--- config.mk ---
export PLATFORM = sky130hd
export DESIGN_NAME = uart_tx
export DESIGN_NICKNAME = d
export VERILOG_FILES = /design/src/rtl/uart_tx.sv
export SDC_FILE = /design/constraint.sdc
export NUM_CORES = 1
export LEC_CHECK = 0
export CAP_MARGIN = 20
export CORE_MARGIN = 2
export CORE_UTILIZATION = 30
export CTS_CLUSTER_DIAMETER = 60
export DETAILED_ROUTE_END_ITERATION = 8
export PLACE_DENSITY = 0.42
export SKIP_CTS_REPAIR_TIMING = 1
export SYNTH_ARGS = -nofsm -noshare
export SYNTH_HDL_FRONTEND = slang
export SYNTH_SLANG_ARGS = --single-unit
--- constraint.sdc ---
create_clock -name clk -period 5.8 [get_ports clk]
set_input_delay 0.58 -clock clk [delete_from_list [all_inputs] [get_ports clk]]
set_output_delay 0.58 -clock clk [all_outputs]
set_load 0.1 [all_outputs]
--- src/rtl/uart_tx.sv ---
`default_nettype none
// ============================================================================
// Module      : uart_tx
// Description : Buffered UART transmitter. Bytes are accepted into a
//               power-of-two FIFO and shifted out as 8-bit frames (start bit,
//               8 data bits LSB first, optional parity bit, one stop bit).
//               Queued bytes go out back-to-back with no idle gap.
// Ports       : clk      - system clock, rising edge
//               rst      - asynchronous active-high reset
//               tx_vld   - tx_data valid this cycle
//               tx_data  - byte to transmit
//               tx_rdy   - a byte is accepted this cycle (FIFO not full)
//               tx       - serial line, idle high, driven from a flop
//               busy     - a frame is in progress
//               fifo_cnt - bytes waiting in the FIFO (excludes byte on the line)
// Revision    : 1.0 - initial release
// ============================================================================
module uart_tx #(
    parameter int CLKS_PER_BIT = 2604,
    parameter int FIFO_DEPTH   = 16,
    parameter int PARITY_EN    = 0,
    parameter int PARITY_ODD   = 0
) (
    input  logic                          clk,
    input  logic                          rst,
    input  logic                          tx_vld,
    input  logic [7:0]                    tx_data,
    output logic                          tx_rdy,
    output logic                          tx,
    output logic                          busy,
    output logic [$clog2(FIFO_DEPTH):0]   fifo_cnt
);

    localparam int                 c_addr_w   = $clog2(FIFO_DEPTH);
    localparam int                 c_baud_w   = $clog2(CLKS_PER_BIT);
    localparam logic [c_baud_w-1:0] c_baud_last = c_baud_w'(CLKS_PER_BIT - 1);
    localparam logic [c_baud_w-1:0] c_baud_one  = c_baud_w'(1);
    localparam logic [c_addr_w-1:0] c_ptr_one   = c_addr_w'(1);
    localparam logic [c_addr_w:0]   c_cnt_one   = (c_addr_w + 1)'(1);
    localparam logic [c_addr_w:0]   c_cnt_full  = (c_addr_w + 1)'(FIFO_DEPTH);
    localparam bit                  c_par_en    = (PARITY_EN != 0);
    localparam bit                  c_par_odd   = (PARITY_ODD != 0);

    typedef enum logic [2:0] {
        IDLE   = 3'd0,
        START  = 3'd1,
        DATA   = 3'd2,
        PARITY = 3'd3,
        STOP   = 3'd4
    } state_t;

    // ------------------------------------------------------------------
    // FIFO
    // ------------------------------------------------------------------
    logic [7:0]          r_mem [FIFO_DEPTH];
    logic [c_addr_w-1:0] r_wr_ptr;
    logic [c_addr_w-1:0] r_rd_ptr;
    logic [c_addr_w:0]   r_cnt;

    // ------------------------------------------------------------------
    // Transmit state
    // ------------------------------------------------------------------
    state_t              r_state;
    logic [c_baud_w-1:0] r_baud;
    logic [2:0]          r_bit;
    logic [7:0]          r_shift;
    logic                r_par;
    logic                r_tx;
    logic                r_busy;

    logic w_push;
    logic w_pop;
    logic w_baud_done;

    assign tx_rdy      = (r_cnt != c_cnt_full);
    assign w_push      = tx_vld & tx_rdy;
    assign w_baud_done = (r_baud == c_baud_last);
    // The head is taken either from idle or at the very end of a stop bit,
    // the latter giving back-to-back frames with no idle cycle between them.
    assign w_pop       = (r_cnt != '0) &&
                         ((r_state == IDLE) || ((r_state == STOP) && w_baud_done));

    assign tx       = r_tx;
    assign busy     = r_busy;
    assign fifo_cnt = r_cnt;

    // Storage carries no reset; only pointers and count define its contents.
    always_ff @(posedge clk) begin
        if (w_push) begin
            r_mem[r_wr_ptr] <= tx_data;
        end
    end

    always_ff @(posedge clk or posedge rst) begin
        if (rst) begin
            r_wr_ptr <= '0;
            r_rd_ptr <= '0;
            r_cnt    <= '0;
        end else begin
            if (w_push) begin
                r_wr_ptr <= r_wr_ptr + c_ptr_one;
            end
            if (w_pop) begin
                r_rd_ptr <= r_rd_ptr + c_ptr_one;
            end
            case ({w_push, w_pop})
                2'b10:   r_cnt <= r_cnt + c_cnt_one;
                2'b01:   r_cnt <= r_cnt - c_cnt_one;
                default: r_cnt <= r_cnt;
            endcase
        end
    end

    // ------------------------------------------------------------------
    // Frame sequencer. r_shift holds the data bits not yet placed on the
    // line; r_par is computed once when the byte is loaded.
    // ------------------------------------------------------------------
    always_ff @(posedge clk or posedge rst) begin
        if (rst) begin
            r_state <= IDLE;
            r_baud  <= '0;
            r_bit   <= '0;
            r_shift <= '0;
            r_par   <= 1'b0;
            r_tx    <= 1'b1;
            r_busy  <= 1'b0;
        end else begin
            case (r_state)
                IDLE: begin
                    if (w_pop) begin
                        r_shift <= r_mem[r_rd_ptr];
                        r_par   <= (^r_mem[r_rd_ptr]) ^ c_par_odd;
                        r_baud  <= '0;
                        r_tx    <= 1'b0;
                        r_busy  <= 1'b1;
                        r_state <= START;
                    end
                end
                START: begin
                    if (w_baud_done) begin
                        r_baud  <= '0;
                        r_bit   <= '0;
                        r_tx    <= r_shift[0];
                        r_shift <= {1'b0, r_shift[7:1]};
                        r_state <= DATA;
                    end else begin
                        r_baud <= r_baud + c_baud_one;
                    end
                end
                DATA: begin
                    if (w_baud_done) begin
                        r_baud <= '0;
                        if (r_bit == 3'd7) begin
                            if (c_par_en) begin
                                r_tx    <= r_par;
                                r_state <= PARITY;
                            end else begin
                                r_tx    <= 1'b1;
                                r_state <= STOP;
                            end
                        end else begin
                            r_bit   <= r_bit + 3'd1;
                            r_tx    <= r_shift[0];
                            r_shift <= {1'b0, r_shift[7:1]};
                        end
                    end else begin
                        r_baud <= r_baud + c_baud_one;
                    end
                end
                PARITY: begin
                    if (w_baud_done) begin
                        r_baud  <= '0;
                        r_tx    <= 1'b1;
                        r_state <= STOP;
                    end else begin
                        r_baud <= r_baud + c_baud_one;
                    end
                end
                STOP: begin
                    if (w_baud_done) begin
                        r_baud <= '0;
                        if (w_pop) begin
                            r_shift <= r_mem[r_rd_ptr];
                            r_par   <= (^r_mem[r_rd_ptr]) ^ c_par_odd;
                            r_tx    <= 1'b0;
                            r_state <= START;
                        end else begin
                            r_tx    <= 1'b1;
                            r_busy  <= 1'b0;
                            r_state <= IDLE;
                        end
                    end else begin
                        r_baud <= r_baud + c_baud_one;
                    end
                end
                default: begin
                    r_baud  <= '0;
                    r_tx    <= 1'b1;
                    r_busy  <= 1'b0;
                    r_state <= IDLE;
                end
            endcase
        end
    end

endmodule
`default_nettype wire

After elaboration in Yosys (flattened, before gate mapping)
Memories as Yosys holds them, arrays and structs flattened.
Cells that the tools add are included.
W data, S select, Z words.
{"block": "totals", "wordCells": 86, "out_inout_bits": 8, "memories": 1, "reg_bits": 41, "ram_bits": 128, "in_bits": 11}
{"block": "classes", "reduce_logical": 15, "eq_ne": 17, "bitwise_logic": 2, "addsub": 6, "muxes": 36}
{"memory": "r_mem", "depth": 16, "word_bits": 8, "read_ports": 1, "rd_clocked_by_memory_dff": 0, "write_ports": 1, "line_no": "55", "text": "logic [7:0] r_mem [FIFO_DEPTH];"}
{"operator": "$mux W8", "count": 5}
{"operator": "$pmux W8 S4", "count": 1}
{"operator": "$mux W3", "count": 9}
{"operator": "$mux W12", "count": 2}
{"operator": "$pmux W12 S2", "count": 1}
{"operator": "$ne A2 B2 Y1 const B", "count": 8}
{"operator": "$pmux W3 S5", "count": 1}
{"operator": "$mux W1", "count": 13}
{"operator": "$add A12 B1 Y12 const B", "count": 1}
{"operator": "$eq A12 B12 Y1 const B", "count": 1}
{"operator": "$pmux W5 S2", "count": 1}
{"operator": "$reduce_and A5 Y1", "count": 2}
{"operator": "$add A4 B1 Y4 const B", "count": 2}
{"operator": "$reduce_and A4 Y1", "count": 2}
{"operator": "$eq A3 B2 Y1 const B", "count": 2}
{"operator": "$eq A3 B3 Y1 const B", "count": 2}
{"operator": "$pmux W3 S2", "count": 1}
{"operator": "$reduce_and A6 Y1", "count": 1}
{"operator": "$add A5 B1 Y5 const B", "count": 1}
{"operator": "$ne A5 B5 Y1 const B", "count": 1}
{"operator": "$pmux W1 S5", "count": 1}
{"operator": "$reduce_bool A5 Y1", "count": 1}
{"operator": "$sub A5 B1 Y5 const B", "count": 1}
{"operator": "$reduce_bool A2 Y1", "count": 2}
{"operator": "13 further kinds", "count": 14}

Depth between registers and ports, before layout
Gate-level depths: netlist (run 1).
{"block": "logic_depth", "depth_word": 7, "mapped_depth": 13, "mapped_depth_nobuf": 12}

Least setup slack after synthesis (run 1)
OpenSTA, ideal clock, no wires.
{"block": "synth_timing", "kind": "register to register", "start": "register r_cnt[4], in the netlist fifo_cnt[4]", "end": "register r_cnt[4], in the netlist fifo_cnt[4]", "n_path_buf": 2, "path_stages_with_launch": 14, "arrival_time_ns": 4.034, "period_less_slack_ns": 4.115, "setup_time_ns": 0.081, "t_required_ns": 5.719, "path_slack_ns": 1.685, "cell_sequence": "dfrtp_1 clkbuf_1 nand2_1 and2_1 clkbuf_1 inv_1 ha_1 inv_1 fa_1 nor2b_1 o21ai_0 and3_1 nor3_1 xor2_1"}
{"block": "synth_between", "elab_chain_len": 4, "word_cells_on_any_way": 10, "classes_between": "add/sub: 2; eq/ne: 3; mux: 1; bitwise: 1; reduce/logical: 3"}
{"item": "from (decl)", "line_no": "58", "text": "logic [c_addr_w:0] r_cnt;"}
{"item": "from (signal assigned)", "line_no": "107", "text": "2'b10: r_cnt <= r_cnt + c_cnt_one;"}
{"item": "from (signal assigned)", "line_no": "108", "text": "2'b01: r_cnt <= r_cnt - c_cnt_one;"}
{"item": "from (signal assigned)", "line_no": "109", "text": "default: r_cnt <= r_cnt;"}
{"item": "$ne A5 B5 Y1 *", "line_no": "75", "text": "assign tx_rdy = (r_cnt != c_cnt_full);"}
{"item": "named net tx_rdy", "line_no": "28", "text": "output logic tx_rdy,"}
{"item": "$and A1 B1 Y1 *", "line_no": "76", "text": "assign w_push = tx_vld & tx_rdy;"}
{"item": "$eq A2 B1 Y1 / $eq A2 B2 Y1 (equally long branches)", "line_no": "106", "text": "case ({w_push, w_pop})"}
{"item": "$pmux W5 S2 / $reduce_bool A2 Y1 (equally long branches)"}
Mark *: on every way through the listed nets, which the timed path passes. The rest lies on a longest branch.
A chain may end at the register's enable or synchronous reset.

Final worst setup path (run 1)
{"block": "layout_timing", "start": "register r_baud[6]", "end": "register r_cnt[4], in the netlist fifo_cnt[4]"}
{"block": "layout_between", "elab_chain_len": 6, "word_cells_on_any_way": 8, "classes_between": "eq/ne: 3; mux: 1; reduce/logical: 4"}
{"item": "from (decl)", "line_no": "64", "text": "logic [c_baud_w-1:0] r_baud;"}
{"item": "from (signal assigned)", "line_no": "147", "text": "r_baud <= r_baud + c_baud_one;"}
{"item": "from (signal assigned)", "line_no": "167", "text": "r_baud <= r_baud + c_baud_one;"}
{"item": "from (signal assigned)", "line_no": "176", "text": "r_baud <= r_baud + c_baud_one;"}
{"item": "$eq A12 B12 Y1 *", "line_no": "77", "text": "assign w_baud_done = (r_baud == c_baud_last);"}
{"item": "$logic_and A1 B1 Y1 *", "line_no": "81", "text": "((r_state == IDLE) || ((r_state == STOP) && w_baud_done));"}
{"item": "$logic_or A1 B1 Y1 *", "line_no": "81"}
{"item": "$logic_and A1 B1 Y1 *", "line_no": "80", "text": "assign w_pop = (r_cnt != '0) &&"}
{"item": "named net w_pop", "line_no": "72", "text": "logic w_pop;"}
{"item": "$eq A2 B1 Y1 / $eq A2 B2 Y1 (equally long branches)", "line_no": "106"}
{"item": "$pmux W5 S2 / $reduce_bool A2 Y1 (equally long branches)"}
Marks and branches as above.

==> reports/summary.md, run 1 <==
The logs give 0.0241 sq mm for the area of the placeable core and 6 for the number of detailed-route iterations in the first pass. The setup total negative slack was 0 ns. For the worst setup path, the data arrival time is 3.81 ns. Of all cell types, the one taking the most synthesized area is sky130_fd_sc_hd__edfxtp_1. The count of endpoints failing hold in the final timing report is 0, and the number of CTS-inserted buffers is 17. Summed over all layers, the global routing overflow is 0. The class of the tightest hold or removal check was reg2reg. On the worst path, the slowest cell contributes a delay of 0.60 ns.

Of all nets on the critical path, the largest fanout is 17. The kind of launch point of the worst setup path is a register. The routed design has 15600 um of wire. In the post-synthesis netlist, the biggest area contributors are sky130_fd_sc_hd__edfxtp_1 (53%), sky130_fd_sc_hd__dfrtp_1 (14%), sky130_fd_sc_hd__mux4_2 (5.5%). The number of antenna cells inserted came out at 0. The number of synthesized register bits is 169, and the largest net degree at the start of global routing is 42.

The final clock period utilization by the worst path works out to 0.597. Average via count per standard cell: 4.66. The run gives 10100 um as the estimated wirelength of the detail-placed design. The portion of the post-synthesis area used by sequential elements is 0.666, and the number of library cell types mapped by synthesis is 52. For the wire length on met1, the log shows 7900 um. For the total track usage, the log shows 0.128. The detailed-route wire length per cell is 18.9 um, and the cell area after technology mapping is 0.00731 sq mm.

The tools report the post-layout instance count excluding filler cells as 827. The count of synthesis-stage warnings from yosys is 0, and the number of global-route vias before repair is 3953. The critical path goes through nor4b_2 > nand4_2 > a21oi_1 > ha_1 > inv_1 > fa_1 > nor2b_1 > o21ai_0 > and3_1 > nor3_1 > xor2_1.

The tools report the DRC violation count after routing as 0. The master of the slowest instance on the critical path was sky130_fd_sc_hd__a21oi_1. The tools report the routed length on met3 as 402 um. In this run the clock root is driven by a sky130_fd_sc_hd__clkbuf_16. The clock passes through at most 2 buffers. The global placement routability congestion was 0.781.

The clock arrives with 0.0102 ns of skew. The slew of the pin with the lowest slew margin came out at 1.06 ns. For the die area, the log shows 0.0256 sq mm. In this run the vertical extent of the chip is 160 um. The max-slew headroom at the worst pin was 0.290. For the post-route antenna net violation count, the log shows 0. For the worst setup path, the data required time is 6.15 ns.

The wire length on met2 was 7140 um. Yosys mapped a number of flops with a built-in enable equal to 128. The analysis attributes to cell leakage a power of 2.86 nW.

The average instance in the mapped netlist occupies 15.5 sq um. The flow ran to the end, and the final reports show no timing, DRC or antenna violations. The tools report the starting density of the core as 0.303. The worst path needs 3.46 ns of the cycle, external delays included. The logs give 4 for the count of H-tree levels built during CTS and 473 for the gate count after technology mapping. The share of layout cells above drive strength 1 came out at 0.153.

The iteration-0 DRC count of the detailed router was 248. Setup repair after global routing left no endpoint under its margin. The tools report the final number of max-transition violations as 0.

The type of element capturing the critical path is a register. From synthesis to final layout, the design area changed by 15.4%. TritonCTS built the clock tree. The number of nets in the synthesized netlist is 497. Top layer used by detailed routing: met4. In this run the power density over the cells is 375 mW/mm^2. In the synthesized netlist the dominant register cell turns out to be sky130_fd_sc_hd__edfxtp_1. For this run, the top clock speed supported by timing is 289 MHz. At the end of the flow, the number of nets in the layout was 515. During I/O placement, the number of pins put on the boundary was 19. Max-cap violations in this run came to 0. The clock network latency to the later pin of the worst-skew pair came out at 0.43 ns.

The first-pass GRT wire length came out at 24300 um. Across the VDD grid, the largest voltage drop is 0.000200 V. The floorplan step set the die width to 160 um.

The number of core rows is 57. For the total setup violations reported at the end of the flow, the log shows 0. Counting tap cells, the placed design contains a total of 796 instances. The final route contains 3852 vias. For this design, the sink count on the clock tree is 169. The share of the synthesized area in the top cell type works out to 0.526.

The initial antenna violation count was 0; the count of filler cells inserted in the layout was 2340. Clock-pin slew was measured on the worst setup and hold paths at 0.07 ns. The count of buffers added on input and output ports is 18. The async set or reset register ratio after synthesis works out to 0.243.

The type of the worst setup path is reg2reg. The top cell types in the final layout, fill and taps aside, are sky130_fd_sc_hd__edfxtp_1 (128), sky130_fd_sc_hd__mux2i_1 (39), sky130_fd_sc_hd__dfrtp_1 (39). The library cell used most frequently in the layout, excluding fill and tap cells, is sky130_fd_sc_hd__edfxtp_1.
-- state kept, by name (all words and copies together) (netlist names) --
| name | count |
|---|---|
| r_mem | 128 |
| r_baud | 12 |
| r_shift | 8 |
| fifo_cnt | 5 |
| r_rd_ptr | 4 |
| r_wr_ptr | 4 |
| r_bit | 3 |
| r_state | 3 |
| busy | 1 |
| tx | 1 |
-- cell usage after synthesis, drive strengths merged, types with 4 or more instances --
cell	n
a21oi	8
a22oi	17
buf	15
clkbuf	12
dfrtp	40
edfxtp	128
ha	12
inv	9
mux2	10
mux2i	39
mux4	18
nand2	34
nand4	6
nor2	32
nor2b	4
nor3	12
nor4	4
o21ai	11
o221ai	7
xnor2	18
xor2	4
-- critical path: cells and delay by family (launching register included) --
kind / cells / cell delay [ns]
adder cells (fa/ha/maj): 2 / 0.73
buffers and inverters: 1 / 0.10
XOR/XNOR: 1 / 0.15
AND/OR/NAND/NOR: 5 / 1.24
flip-flops: 1 / 0.43
AO/OA/AOI/OAI: 2 / 0.72
-- layout make-up --
cell class / count / area (sq um) / share of cell area
inverter: 9 / 33.8 / 0.00400
tap: 324 / 405 / 0.0480
multi-input combinational: 268 / 2270 / 0.269
clock inverter: 13 / 190 / 0.0225
timing repair buffer: 26 / 240 / 0.0285
sequential: 169 / 4870 / 0.577
clock buffer: 18 / 429 / 0.0509
-- per-stage QoR --
step                      area (sq um)  setup slack (ns)  hold WS, ns  utilization  power, mW
after global placement            7820              2.44        0.483        0.324       1.97
after floorplan                   7310              1.69        0.456            -       1.83
after global routing              8440              1.97        0.520        0.350       3.29
after detailed placement          7820              2.36        0.483        0.324       1.99
after CTS                         8440              2.35        0.493        0.350       3.20
final                             8440              2.34        0.486        0.350       3.16
-- power breakdown --
part           leakage, nW  switching [mW]  internal [mW]  total (mW)
clock network        0.302           0.487          0.726        1.21
registers             1.66          0.0795           1.43        1.51
logic                0.892           0.319          0.125       0.444
-- kinds of logic after synthesis --
logic type / share of synthesized area
xor+xnor: 0.0264
flops: 0.666
compound gates: 0.0558
simple gates: 0.0758
buf+inv: 0.0235
fa+ha+maj: 0.0233
mux: 0.129
-- final timing paths --
kind / to / startpoint / cells after the start / slack [ns]
hold reg to reg: r_rd_ptr[3] / r_rd_ptr[3] / 1 / 0.49
hold / removal: r_rd_ptr[3] / r_rd_ptr[3] / 1 / 0.49
min in group asynchronous: r_baud[1] / rst / 3 / 0.60
setup reg to reg: fifo_cnt[4] / r_baud[6] / 11 / 2.34
setup / recovery: fifo_cnt[4] / r_baud[6] / 11 / 2.34
max in group asynchronous: r_rd_ptr[1] / rst / 3 / 4.79
-- metal layers --
metal / vias up / track usage
met2: 40 / 0.198
met3: 12 / 0.0332
met5: - / 0
met4: 0 / 0.0364
met1: 1967 / 0.179
li1: 1833 / -
(Power assumes the default switching activity.)
==> inputs of run 2 (changes only) <==
--- a/config.mk
+++ b/config.mk
@@ -10,7 +10,7 @@
 export CORE_UTILIZATION = 30
 export CTS_CLUSTER_DIAMETER = 60
 export DETAILED_ROUTE_END_ITERATION = 8
-export PLACE_DENSITY = 0.42
+export PLACE_DENSITY = 0.43
 export SKIP_CTS_REPAIR_TIMING = 1
 export SYNTH_ARGS = -nofsm -noshare
 export SYNTH_HDL_FRONTEND = slang
==> constraint.sdc (replaced) <==
create_clock -name clk -period 2.8 [get_ports clk]
set_input_delay 0.28 -clock clk [delete_from_list [all_inputs] [get_ports clk]]
set_output_delay 0.28 -clock clk [all_outputs]
set_load 0.1 [all_outputs]
==> run 2 against run 1 <==
  * Clock skew up 0.0028 ns
  * Power up 99%
  * Sequential power up 110%
  * Utilization up 0.72 points
  * Die area unchanged
  * Critical path depth down 1
  * Highest routed layer unchanged
  * Global-route usage up 0.37 points
  * First-iteration DRC count down 2.0%
  * Hold slack worse by 0.27 ns
  * Maximum frequency up 30%
  * Via count up 2.8%
==> reports/summary.md, run 2 (synthesis gave the netlist of run 1 again) <==
The run finished with clean final reports. More flip-flops sit in one register than any other, and that register is r_mem. The cell count after placement came out at 817 (+2.6%). The flip-flop count of the largest register, all copies and words added came out at 128 (unchanged). The logs give 0.303 (unchanged) for the starting density of the core and 0 (unchanged) for the total setup violations reported at the end of the flow.

The iteration-0 DRC count of the detailed router is 243 (-2.0%), and the estimated wirelength of the detail-placed design is 10500 um (+4.1%). STA classifies the critical path endpoint as a register. Number of top-level design ports: 19 (unchanged). The power per cell area came out at 732 mW/mm^2 (+95%). The post-layout instance count excluding filler cells is 852 (+3.0%), and the final clock period utilization by the worst path is 0.953 (+0.356).

The clock edge transition at the registers on the reported setup and hold paths came out at 0.08 ns (about the same). The number of clock sinks is 169 (unchanged). Setup repair after global routing left no endpoint under its margin. The tools report the fmax as 375 MHz (+30%). For the count of endpoints failing hold in the final timing report, the log shows 0 (unchanged). Detailed-route wire length per cell: 18.6 um (-1.3%). The largest buffer count on any clock path was 2 (unchanged).

The number of global-route vias before repair came out at 4126 (+4.4%). The library cell used as clock root buffer is sky130_fd_sc_hd__clkbuf_16. The total track usage is 0.132 (+0.00371). The global placement routability congestion was 0.735 (-5.9%); the area of the placeable core was 0.0241 sq mm (unchanged). The number of CTS-inserted buffers is 17 (unchanged), and the arrival time reported for the critical path endpoint is 3.01 ns (-0.80 ns). The logs give 0 (unchanged) for the post-route antenna net violation count and 0 (unchanged) for the leftover overflow at the end of global routing. The count of buffers from port buffering came out at 18 (unchanged). The layout net count was 539 (+4.7%); the vertical die dimension was 160 um (unchanged).

TritonCTS built the clock tree. In the layout the commonest cells are sky130_fd_sc_hd__edfxtp_1 (128), sky130_fd_sc_hd__mux2i_1 (39), sky130_fd_sc_hd__buf_4 (38). The initial antenna violation count is 0 (unchanged). STA classifies the critical path startpoint as a register.

The tools report the DRC violation count after routing as 0 (unchanged). The maximum vdd ir drop is 0.000412 V (+110%), and the largest net degree at the start of global routing is 20 (-52%). The run gives 3.14 ns (-3.01 ns) as the required time at the worst-slack endpoint. The largest registers in the layout are r_mem: 128 flops, r_baud: 12 flops, r_shift: 8 flops. The cell leakage power came out at 2.97 nW (+4.0%). The number of antenna cells inserted was 0 (unchanged). Share of layout cells above drive strength 1: 0.235 (+0.0818).

The worst setup path is of the reg2reg kind. Max-slew headroom at the worst pin: 0.382 (+0.0915). The total cell area at the placement stage was 0.00805 sq mm (+2.9%); the slew of the pin with the lowest slew margin was 0.924 ns (-0.137 ns). The design area came out at 0.00861 sq mm (+2.1%). The run gives 0.0256 sq mm (unchanged) as the die area. The number of detailed-route iterations in the first pass came out at 5 (-1).

For the detailed-route via count, the log shows 3958 (+2.8%). In this run the worst hold path is classified as in2async. The post-route minimum period is 2.67 ns (-0.792 ns), and the relative area change from synthesis to final layout is 17.8%. The peak fanout along the critical path came out at 6 (-11).

The logs give 24900 um (+2.6%) for the first-pass GRT wire length and 0.43 ns (about the same) for the clock network latency to the later pin of the worst-skew pair. The library cell used most frequently in the layout, excluding fill and tap cells, is sky130_fd_sc_hd__edfxtp_1. Average via count per standard cell: 4.65 (-0.26%). The tools report the number of max-capacitance violations reported as 0 (unchanged). The post-route core utilization is 0.357 (+0.00721). The count of H-tree levels built during CTS is 4 (unchanged). The setup clock skew after layout is 0.0130 ns (+0.00280 ns). The logs give 0 (unchanged) for the final number of max-transition violations and 15900 um (+1.7%) for the final wirelength. The number of core rows is 57 (unchanged), and the width of the chip is 160 um (unchanged).
[run 2: changes by cell type in the layout (fill, tap and decap cells not counted), sizes merged]
cell	delta
buf	+32
bufinv	-4
clkdlybuf4s50	-8
inv	+3
clkbuf	-1
clkinv	+3
[run 2: through the flow]
step / worst slack [ns] / setup TNS, ns / total power [mW] / hold slack [ns]
after floorplan: -0.0700 / -0.0700 / 3.86 / 0.379
after detailed placement: 0.142 / 0 / 4.18 / 0.500
after CTS: 0.120 / 0 / 6.37 / 0.216
after global routing: 0.00811 / 0 / 6.59 / 0.254
after global placement: 0.145 / 0 / 4.16 / 0.495
final: 0.133 / 0 / 6.30 / 0.216
[run 2: per-layer routing]
layer / routed length (um) / global-route usage
met2: 7720 / 0.214
met1: 7650 / 0.178
met4: 156 / 0.0381
met5: 0 / 0
met3: 349 / 0.0301
[run 2: worst max-delay path: stages (launching register included)]
cell and delay (ns):
sky130_fd_sc_hd__dfrtp_4 0.51, sky130_fd_sc_hd__or4_4 0.60, sky130_fd_sc_hd__o21ai_4 0.20, sky130_fd_sc_hd__a21oi_2 0.08
sky130_fd_sc_hd__ha_4 0.18, sky130_fd_sc_hd__ha_1 0.31, sky130_fd_sc_hd__nor2b_1 0.13, sky130_fd_sc_hd__o21ai_1 0.07
sky130_fd_sc_hd__and3_1 0.15, sky130_fd_sc_hd__nor3_2 0.17, sky130_fd_sc_hd__xor2_1 0.17
[run 2: power breakdown]
| group | switching [mW] | total [mW] | internal (mW) |
|---|---|---|---|
| logic | 0.687 | 0.995 | 0.308 |
| registers | 0.158 | 3.13 | 2.97 |
| clock network | 1.02 | 2.17 | 1.15 |
[run 2: layout make-up]
type | count | area, sq um
fill | 2376 | 15500
sequential | 169 | 4890
multi-input combinational | 268 | 2320
clock buffer | 17 | 425
timing repair buffer | 50 | 425
tap | 324 | 405
clock inverter | 15 | 115
inverter | 9 | 36.3
[run 2: final timing paths]
path	endpoint	from	cells past startpoint	slack, ns
worst max-delay path	fifo_cnt[4]	fifo_cnt[2]	10	0.13
worst min-delay path	fifo_cnt[0]	rst	2	0.22
worst max register to register	fifo_cnt[4]	fifo_cnt[2]	10	0.13
worst min register to register	r_rd_ptr[3]	r_rd_ptr[3]	1	0.51
max in group asynchronous	tx	rst	3	1.84
min in group clk	r_rd_ptr[3]	r_rd_ptr[3]	1	0.51
==> inputs of run 3 (changes only) <==
--- a/config.mk
+++ b/config.mk
@@ -10,6 +10,7 @@
 export CORE_UTILIZATION = 30
 export CTS_CLUSTER_DIAMETER = 60
 export DETAILED_ROUTE_END_ITERATION = 8
+export MAX_ROUTING_LAYER = met4
 export PLACE_DENSITY = 0.43
 export SKIP_CTS_REPAIR_TIMING = 1
 export SYNTH_ARGS = -nofsm -noshare
==> run 3 against run 2 <==
  * Sequential power about the same
  * Die area unchanged
  * Sequential cell count is the same
  * Hold slack got worse by 0.0080 ns
  * Global-route usage increased by 0.39 points
  * Design area unchanged
  * Utilization is the same
  * Critical path depth is the same
  * Via count up 0.33%
  * Wire length about the same
  * Sequential share of layout area stayed put
==> reports/summary.md, run 3 (synthesis gave the netlist of run 1 again) <==
The run finished with clean final reports. Register bank with the most flops: r_mem. The estimated wirelength of the detail-placed design came out at 10500 um (unchanged).

The number of core rows was 57 (unchanged); the net switching share of the total power was 0.296 (about the same). The area of the placeable core came out at 0.0241 sq mm (unchanged). The tools report the first-pass GRT wire length as 24900 um (about the same). The share of layout cells above drive strength 1 came out at 0.235 (unchanged). The slew of the pin with the lowest slew margin was 0.959 ns (+0.0351 ns).

The largest registers in the layout are r_mem: 128 flops, r_baud: 12 flops, r_shift: 8 flops. For the combinational group share of total power, the log shows 0.158 (about the same). The total number of cells along the worst setup path works out to 10 (unchanged). Setup repair after global routing left no endpoint under its margin. The logs give 0.497 (about the same) for the sequential fraction of design power and 0 (unchanged) for the leftover overflow at the end of global routing.

The DRC violation count after routing is 0 (unchanged). The run gives 0.000411 V (-0.23%) as the maximum vdd ir drop. The flip-flop count of the largest register, all copies and words added was 128 (unchanged); the clock edge transition at the registers on the reported setup and hold paths was 0.07 ns (about the same).

The global placement routability congestion is 0.744 (+1.2%), and the total track usage is 0.136 (+0.00390). For the arrival time reported for the critical path endpoint, the log shows 3.01 ns (about the same). The library cells used most frequently in the layout, excluding fill and tap cells, are sky130_fd_sc_hd__edfxtp_1 (128), sky130_fd_sc_hd__mux2i_1 (39), sky130_fd_sc_hd__buf_4 (38).

The vertical die dimension was 160 um (unchanged). The average via count per standard cell is 4.66 (+0.33%), and the largest net degree at the start of global routing is 20 (unchanged). The slowest stage of the critical path is the sky130_fd_sc_hd__or4_4 cell. The run gives 0.358 (-0.0235) as the max-slew headroom at the worst pin.

Leaving out fill and tap cells, the most frequent cell in the layout is sky130_fd_sc_hd__edfxtp_1. Required time at the worst-slack endpoint: 3.14 ns (about the same). The critical path is of the reg2reg type. The logs give 0.0123 ns (-0.000729 ns) for the setup clock skew after layout and 539 (unchanged) for the layout net count. The relative area change from synthesis to final layout was 17.8% (unchanged); the fmax was 375 MHz (+0.11%). Among cell families on the critical path, the largest total delay comes from simple AND/OR/NAND/NOR gates. The length in cells of the worst reg-to-reg path is 10 (unchanged). The width of the chip was 160 um (unchanged); the number of buffer and inverter stages on the critical path was 0 (unchanged). The run gives 4.43 mW (about the same) as the cell-internal power. The class of the tightest hold or removal check was in2async. The number of CTS-inserted buffers is 17 (unchanged), and the count of endpoints failing hold in the final timing report is 0 (unchanged). The power per cell area works out to 732 mW/mm^2 (about the same). The cell leakage power came out at 2.97 nW (unchanged). The post-route minimum period works out to 2.66 ns (-0.00300 ns). The tools report the library cell used as clock root buffer as sky130_fd_sc_hd__clkbuf_16.

For the final wirelength, the log shows 15900 um (about the same). Traced cell by cell, the critical path runs through or4_4 > o21ai_4 > a21oi_2 > ha_4 > ha_1 > nor2b_1 > o21ai_1 > and3_1 > nor3_2 > xor2_1. The run gives 0 (unchanged) as the number of antenna cells inserted. Kind of launch point of the worst setup path: a register.

The logs give 4128 (+0.048%) for the number of global-route vias before repair and 2 (unchanged) for the largest buffer count on any clock path. The logs give 4 (unchanged) for the count of H-tree levels built during CTS and 0.0256 sq mm (unchanged) for the die area. The count of filler cells inserted in the layout is 2376 (unchanged), and the post-route core utilization is 0.357 (unchanged). The starting density of the core is 0.303 (unchanged).

The final number of max-transition violations was 0 (unchanged). For the number of max-capacitance violations reported, the log shows 0 (unchanged). The count of buffers from port buffering was 18 (unchanged). The logs give 3971 (+0.33%) for the detailed-route via count and 0.345 (about the same) for the power share of the clock group. The post-route antenna net violation count is 0 (unchanged), and the peak fanout along the critical path is 6 (unchanged). The final clock period utilization by the worst path works out to 0.952 (-0.00107).

The type of element capturing the critical path was a register. Peak per-stage delay on the critical path: 0.61 ns (about the same). TritonCTS built the clock tree. The detailed-route wire length per cell was 18.6 um (about the same). The number of top-level design ports was 19 (unchanged); the iteration-0 DRC count of the detailed router was 271 (+12%). The number of clock sinks is 169 (unchanged), and the total setup violations reported at the end of the flow is 0 (unchanged). The net switching power figure was 1.87 mW (about the same); the number of detailed-route iterations in the first pass was 7 (+2). For the initial antenna violation count, the log shows 0 (unchanged). The minimum hold slack was 0.208 ns (-0.00800 ns); the clock network latency to the later pin of the worst-skew pair was 0.43 ns (about the same).
-- run 3: cell counts in the layout (fill, tap and decap cells not counted) --
No cell type changed its count.
-- run 3: worst reg2reg max path, delay by kind of cell (launching register included) --
family	cells	cell delay, ns
XOR/XNOR	1	0.16
adder cells (fa/ha/maj)	2	0.49
AO/OA/AOI/OAI	3	0.35
AND/OR/NAND/NOR	4	1.06
flip-flops	1	0.51
-- run 3: final timing paths --
kind	startpoint	end	slack (ns)
min reg2reg	r_rd_ptr[3]	r_rd_ptr[3]	0.51
min in group clk	r_rd_ptr[3]	r_rd_ptr[3]	0.51
max reg2reg	fifo_cnt[2]	fifo_cnt[4]	0.14
max in group asynchronous	rst	tx	1.85
max	fifo_cnt[2]	fifo_cnt[4]	0.14
min	rst	fifo_cnt[0]	0.21
-- run 3: power groups by stage --
stage                     combinational (mW)  sequential, mW  clock [mW]
after floorplan                        0.497            3.37           0
after global placement                 0.984            3.17           0
after detailed placement               0.995            3.18           0
after CTS                              0.997            3.13        2.24
after global routing                    1.09            3.16        2.34
final                                  0.996            3.13        2.17
-- run 3: final cells by class --
cell class	instances	area, sq um	share of cell area
flip-flops and latches	169	4890	0.568
multi-input cells	268	2320	0.269
clock buffers	17	425	0.0494
repair buffers	50	425	0.0494
well taps	324	405	0.0471
clock inverters	15	115	0.0134
inverters	9	36.3	0.00421
-- run 3: metrics by stage --
| stage | power, mW | TNS [ns] | setup slack, ns | cell area [sq um] | instances |
|---|---|---|---|---|---|
| 2_1_floorplan | 3.86 | -0.0700 | -0.0700 | 7390 | 473 |
| 3_3_place_gp | 4.16 | 0 | 0.145 | 8050 | 817 |
| 3_5_place_dp | 4.18 | 0 | 0.142 | 8050 | 817 |
| 4_1_cts | 6.37 | 0 | 0.120 | 8590 | 849 |
| 5_1_grt | 6.59 | 0 | 0.00811 | 8610 | 852 |
| 6_report | 6.30 | 0 | 0.136 | 8610 | 852 |
-- run 3: per-layer routing --
| metal | global-route usage | wire, um | share of wire |
|---|---|---|---|
| met5 | - | 0 | 0 |
| met4 | 0.0369 | 170 | 0.011 |
| met3 | 0.0301 | 375 | 0.024 |
| met2 | 0.214 | 7700 | 0.48 |
| met1 | 0.178 | 7630 | 0.48 |
==> RTL edit 1 (config.mk and constraints of run 1) <==
The parameter `FIFO_DEPTH` goes from 16 to 32.
--- a/src/rtl/uart_tx.sv
+++ b/src/rtl/uart_tx.sv
@@ -17,7 +17,7 @@
 // ============================================================================
 module uart_tx #(
     parameter int CLKS_PER_BIT = 2604,
-    parameter int FIFO_DEPTH   = 16,
+    parameter int FIFO_DEPTH   = 32,
     parameter int PARITY_EN    = 0,
     parameter int PARITY_ODD   = 0
 ) (
Interface: changed (resized fifo_cnt); port bits go from 19 to 20. No check against the original RTL was run, so the function may have changed too.
==> RTL edit 1 against run 1 <==
- count of clock-buffer cells in the layout is 25 higher
- wire length is 89% higher
- clock power is 97% higher
- largest power group unchanged
- worst hold slack worse by 0.14 ns
- fmax is 1.4% lower
- via count is 72% higher
- largest cell class unchanged
- highest routed layer is now met5
- setup slack worse by 0.048 ns
- combinational power grew to 4.5 times the old value
- sequential cell count is 131 higher
- synthesized area is 71% higher
- total power is 130% higher
- cell area is 72% higher
- critical endpoint is now fifo_cnt[3]
==> RTL edit 1: results <==
{
  "criticalPathCategory": "reg2reg",
  "vdd.ir_drop.worst_mv": 0.244,
  "tightest_slew_ns": 0.978,
  "fin_skew_ns": 0.0257,
  "synth_mux_area_share_pct": 11.9,
  "seq_area_frac_synth_pct": 70.3,
  "wl_met1_mm": 13.1,
  "drive_above_1_share_pct": 18.1,
  "largestRegisters": "r_mem x256, r_baud x12, r_shift x8",
  "highest_layer": "met5",
  "fin_nets": 790,
  "dr_wl_met3_mm": 1.41,
  "fillers": 3834,
  "dpl_cell_area_mm2": 0.0132,
  "cts_buffers": 37,
  "gp_congestion": 0.770,
  "diodes": 0,
  "globalRouteTotalUtil_pct": 13.8,
  "cp_max_fo": 13,
  "dr_wl_met2_mm": 14.2,
  "vias_per_cell": 4.98,
  "io_buffers": 19,
  "grt_pass1_vias": 6808,
  "crit_family": "simple AND/OR/NAND/NOR gates",
  "yosysTopAreaCellShare_pct": 61.5,
  "vias": 6618,
  "switching_share_pct": 33.3,
  "dp.cells": 1260,
  "met1_usage_pct": 18.1,
  "clk_latency_ns": 0.53,
  "synthAdderAreaFrac_pct": 1.10,
  "cts_max_level": 2,
  "synth_area_leaders": "edfxtp_1, dfrtp_1, mux4_2",
  "drt-pass1-iter-count": 5,
  "rr_worst_depth": 9,
  "hp-class": "in2async",
  "status": "completed",
  "cp-startpoint": "r_baud[7]",
  "power.leakage_nw": 4.88,
  "drt_iter0_markers": 454,
  "ys_top_cells_by_count": "edfxtp_1, nor2_1, mux2i_1",
  "grt_max_degree": 49,
  "antenna_found_initial": 1,
  "worstReg2RegEnd": "fifo_cnt[3]",
  "clockBufferDepth": 3,
  "use_met2_pct": 22.7,
  "grt_pass1_wl_mm": 44.4,
  "ys_async_sr_fraction_pct": 14.7,
  "synth.distinct_cells": 67,
  "synth_xor_area_share_pct": 1.39,
  "syn_nets": 761,
  "drt-total-wl_mm": 29.5,
  "groute.layer.met3.usage_pct": 2.84,
  "slowest_stage": "or4b_4",
  "r2r_slack_ns": 2.29,
  "synth_edf_count": 256,
  "synth_compound_area_share_pct": 6.99
}
==> RTL edit 1: cell types whose count changed after synthesis, sizes merged, moves of 11 or more <==
cell	run 1	this run
edfxtp	128	256
mux4	18	43
nor2	32	54
a21oi	8	23
a211oi	0	14
a22oi	17	5
a2bb2oi	0	11
xnor2	18	7
==> RTL edit 1: power groups by stage <==
stage / Clock, mW / Combinational, mW / Sequential (mW)
after floorplan: 0 / 1.54 / 2.84
after global placement: 0 / 1.99 / 2.98
after detailed placement: 0 / 2.01 / 2.99
after CTS: 2.45 / 2.01 / 2.94
after global routing: 2.53 / 2.13 / 2.98
final: 2.38 / 1.98 / 2.93
==> RTL edit 1: how the worst min path moves through the flow <==
stage | from | to | slack [ns] | cells past startpoint
after floorplan | r_bit[1] | r_bit[1] | 0.45 | 2
after global placement | r_bit[1] | r_bit[1] | 0.47 | 2
after detailed placement | r_bit[2] | r_bit[2] | 0.49 | 2
after CTS | r_bit[2] | r_bit[2] | 0.50 | 2
after global routing | rst | busy | 0.38 | 2
final | rst | busy | 0.35 | 2
==> RTL edit 1: final cells by class <==
type | instances | area share, %
multi-input combinational | 388 | 23.6
sequential | 300 | 60.7
clock inverter | 25 | 1.97
timing repair buffer | 32 | 2.07
tap | 532 | 4.59
inverter | 9 | 0.233
clock buffer | 43 | 6.83
==> RTL edit 1: cell families (layout without fill, tap and decap cells) <==
group,count (synthesis),count (layout)
AOI/OAI and AO/OA,116,116
and+or+nand+nor,148,148
DFF,300,300
xor gates and xnor gates,19,19
muxes,94,94
buffers and inverters,51,109
adders and majority gates,11,11
==> RTL edit 1: per-stage QoR <==
stage / setup WS, ns / utilization [%]
floorplan: 2.26 / -
global placement: 2.22 / 32.2
detailed placement: 2.19 / 32.2
CTS: 2.28 / 35.3
global route: 2.03 / 35.3
finish: 2.29 / 35.3
==> RTL edit 2 (config.mk and constraints of run 1) <==
Made on the original files. Re-encode `state_t` (5 states) as Gray code, 3 bits wide.
--- a/src/rtl/uart_tx.sv
+++ b/src/rtl/uart_tx.sv
@@ -42,11 +42,11 @@
     localparam bit                  c_par_odd   = (PARITY_ODD != 0);
 
     typedef enum logic [2:0] {
-        IDLE   = 3'd0,
-        START  = 3'd1,
-        DATA   = 3'd2,
-        PARITY = 3'd3,
-        STOP   = 3'd4
+        IDLE   = 3'b000,
+        START  = 3'b001,
+        DATA   = 3'b011,
+        PARITY = 3'b010,
+        STOP   = 3'b110
     } state_t;
 
     // ------------------------------------------------------------------
Function: same outputs for any inputs over 10 cycles, from zero or initial values and one cycle with rst high; not proved beyond that.
==> RTL edit 2 against run 1 <==
- total power is 3.5% lower
- cell area is 1.9% lower
- wire length is 2.8% lower
- sequential cell count stayed put
- worst hold slack better by 0.0011 ns
- synthesized area is 2.1% lower
- setup slack better by 0.14 ns
==> RTL edit 2: results <==
{
  "status": "completed",
  "dpl_cell_area_mm2": 0.00769,
  "r2r_start": "r_state[2]",
  "slowest_stage": "nor3_1",
  "internal_power_mw": 2.13,
  "hold_path_end": "r_rd_ptr[0]",
  "vias": 3758,
  "crit_arrival_ns": 3.68,
  "wl_met1_mm": 7.08,
  "dr_wl_met3_um": 489,
  "buf_share_pct": 2.45,
  "syn2layout_area_growth_pct": 15.6,
  "synthAdderAreaFrac_pct": 2.38,
  "multiInputGateArea_mm2": 0.00214,
  "synth.distinct_cells": 55,
  "whs_ns": 0.487,
  "power.leakage_nw": 2.88,
  "vias_per_cell": 4.72,
  "vdd.ir_drop.worst_mv": 0.175,
  "synth_xor_area_share_pct": 2.32,
  "met1_usage_pct": 17.0,
  "seq-cell-share_pct": 58.9,
  "min_from": "r_rd_ptr[0]",
  "synth_area_leaders": "edfxtp_1, dfrtp_1, mux4_2",
  "grt_pass1_vias": 3925,
  "multi_input_gates": 236,
  "seq_cells": 169,
  "clkCellAreaFrac_pct": 7.06,
  "gp_congestion": 0.769,
  "synth_compound_area_share_pct": 5.86,
  "inv_count": 20,
  "synth_mux_area_share_pct": 12.0,
  "max_slew_margin_pct": 33.5,
  "wl_per_cell_um": 19.0,
  "groute.layer.met3.usage_pct": 3.02
}
## RTL edit 2: changes by cell type in the layout (fill, tap and decap cells not counted), sizes merged, moves of 5 or more
cell,change
a21oi,+12
buf,-5
inv,+13
mux2,-6
mux2i,-30
mux4,+14
nand2,-16
o221ai,-7
## RTL edit 2: power groups by stage
stage          Combinational (mW)  Clock, mW  Sequential [mW]
2_1_floorplan               0.213          0             1.61
3_3_place_gp                0.445          0             1.52
3_5_place_dp                0.448          0             1.53
4_1_cts                     0.449       1.14             1.50
5_1_grt                     0.475       1.19             1.51
6_report                    0.440       1.11             1.50
## RTL edit 2: critical path, delay by kind of cell, from the launching register on
| family | cells | cell delay (ns) |
|---|---|---|
| fa+ha+maj | 2 | 0.76 |
| flops | 1 | 0.60 |
| xor+xnor | 1 | 0.16 |
| compound gates | 2 | 0.24 |
| simple gates | 5 | 1.40 |
| buf+inv | 1 | 0.10 |
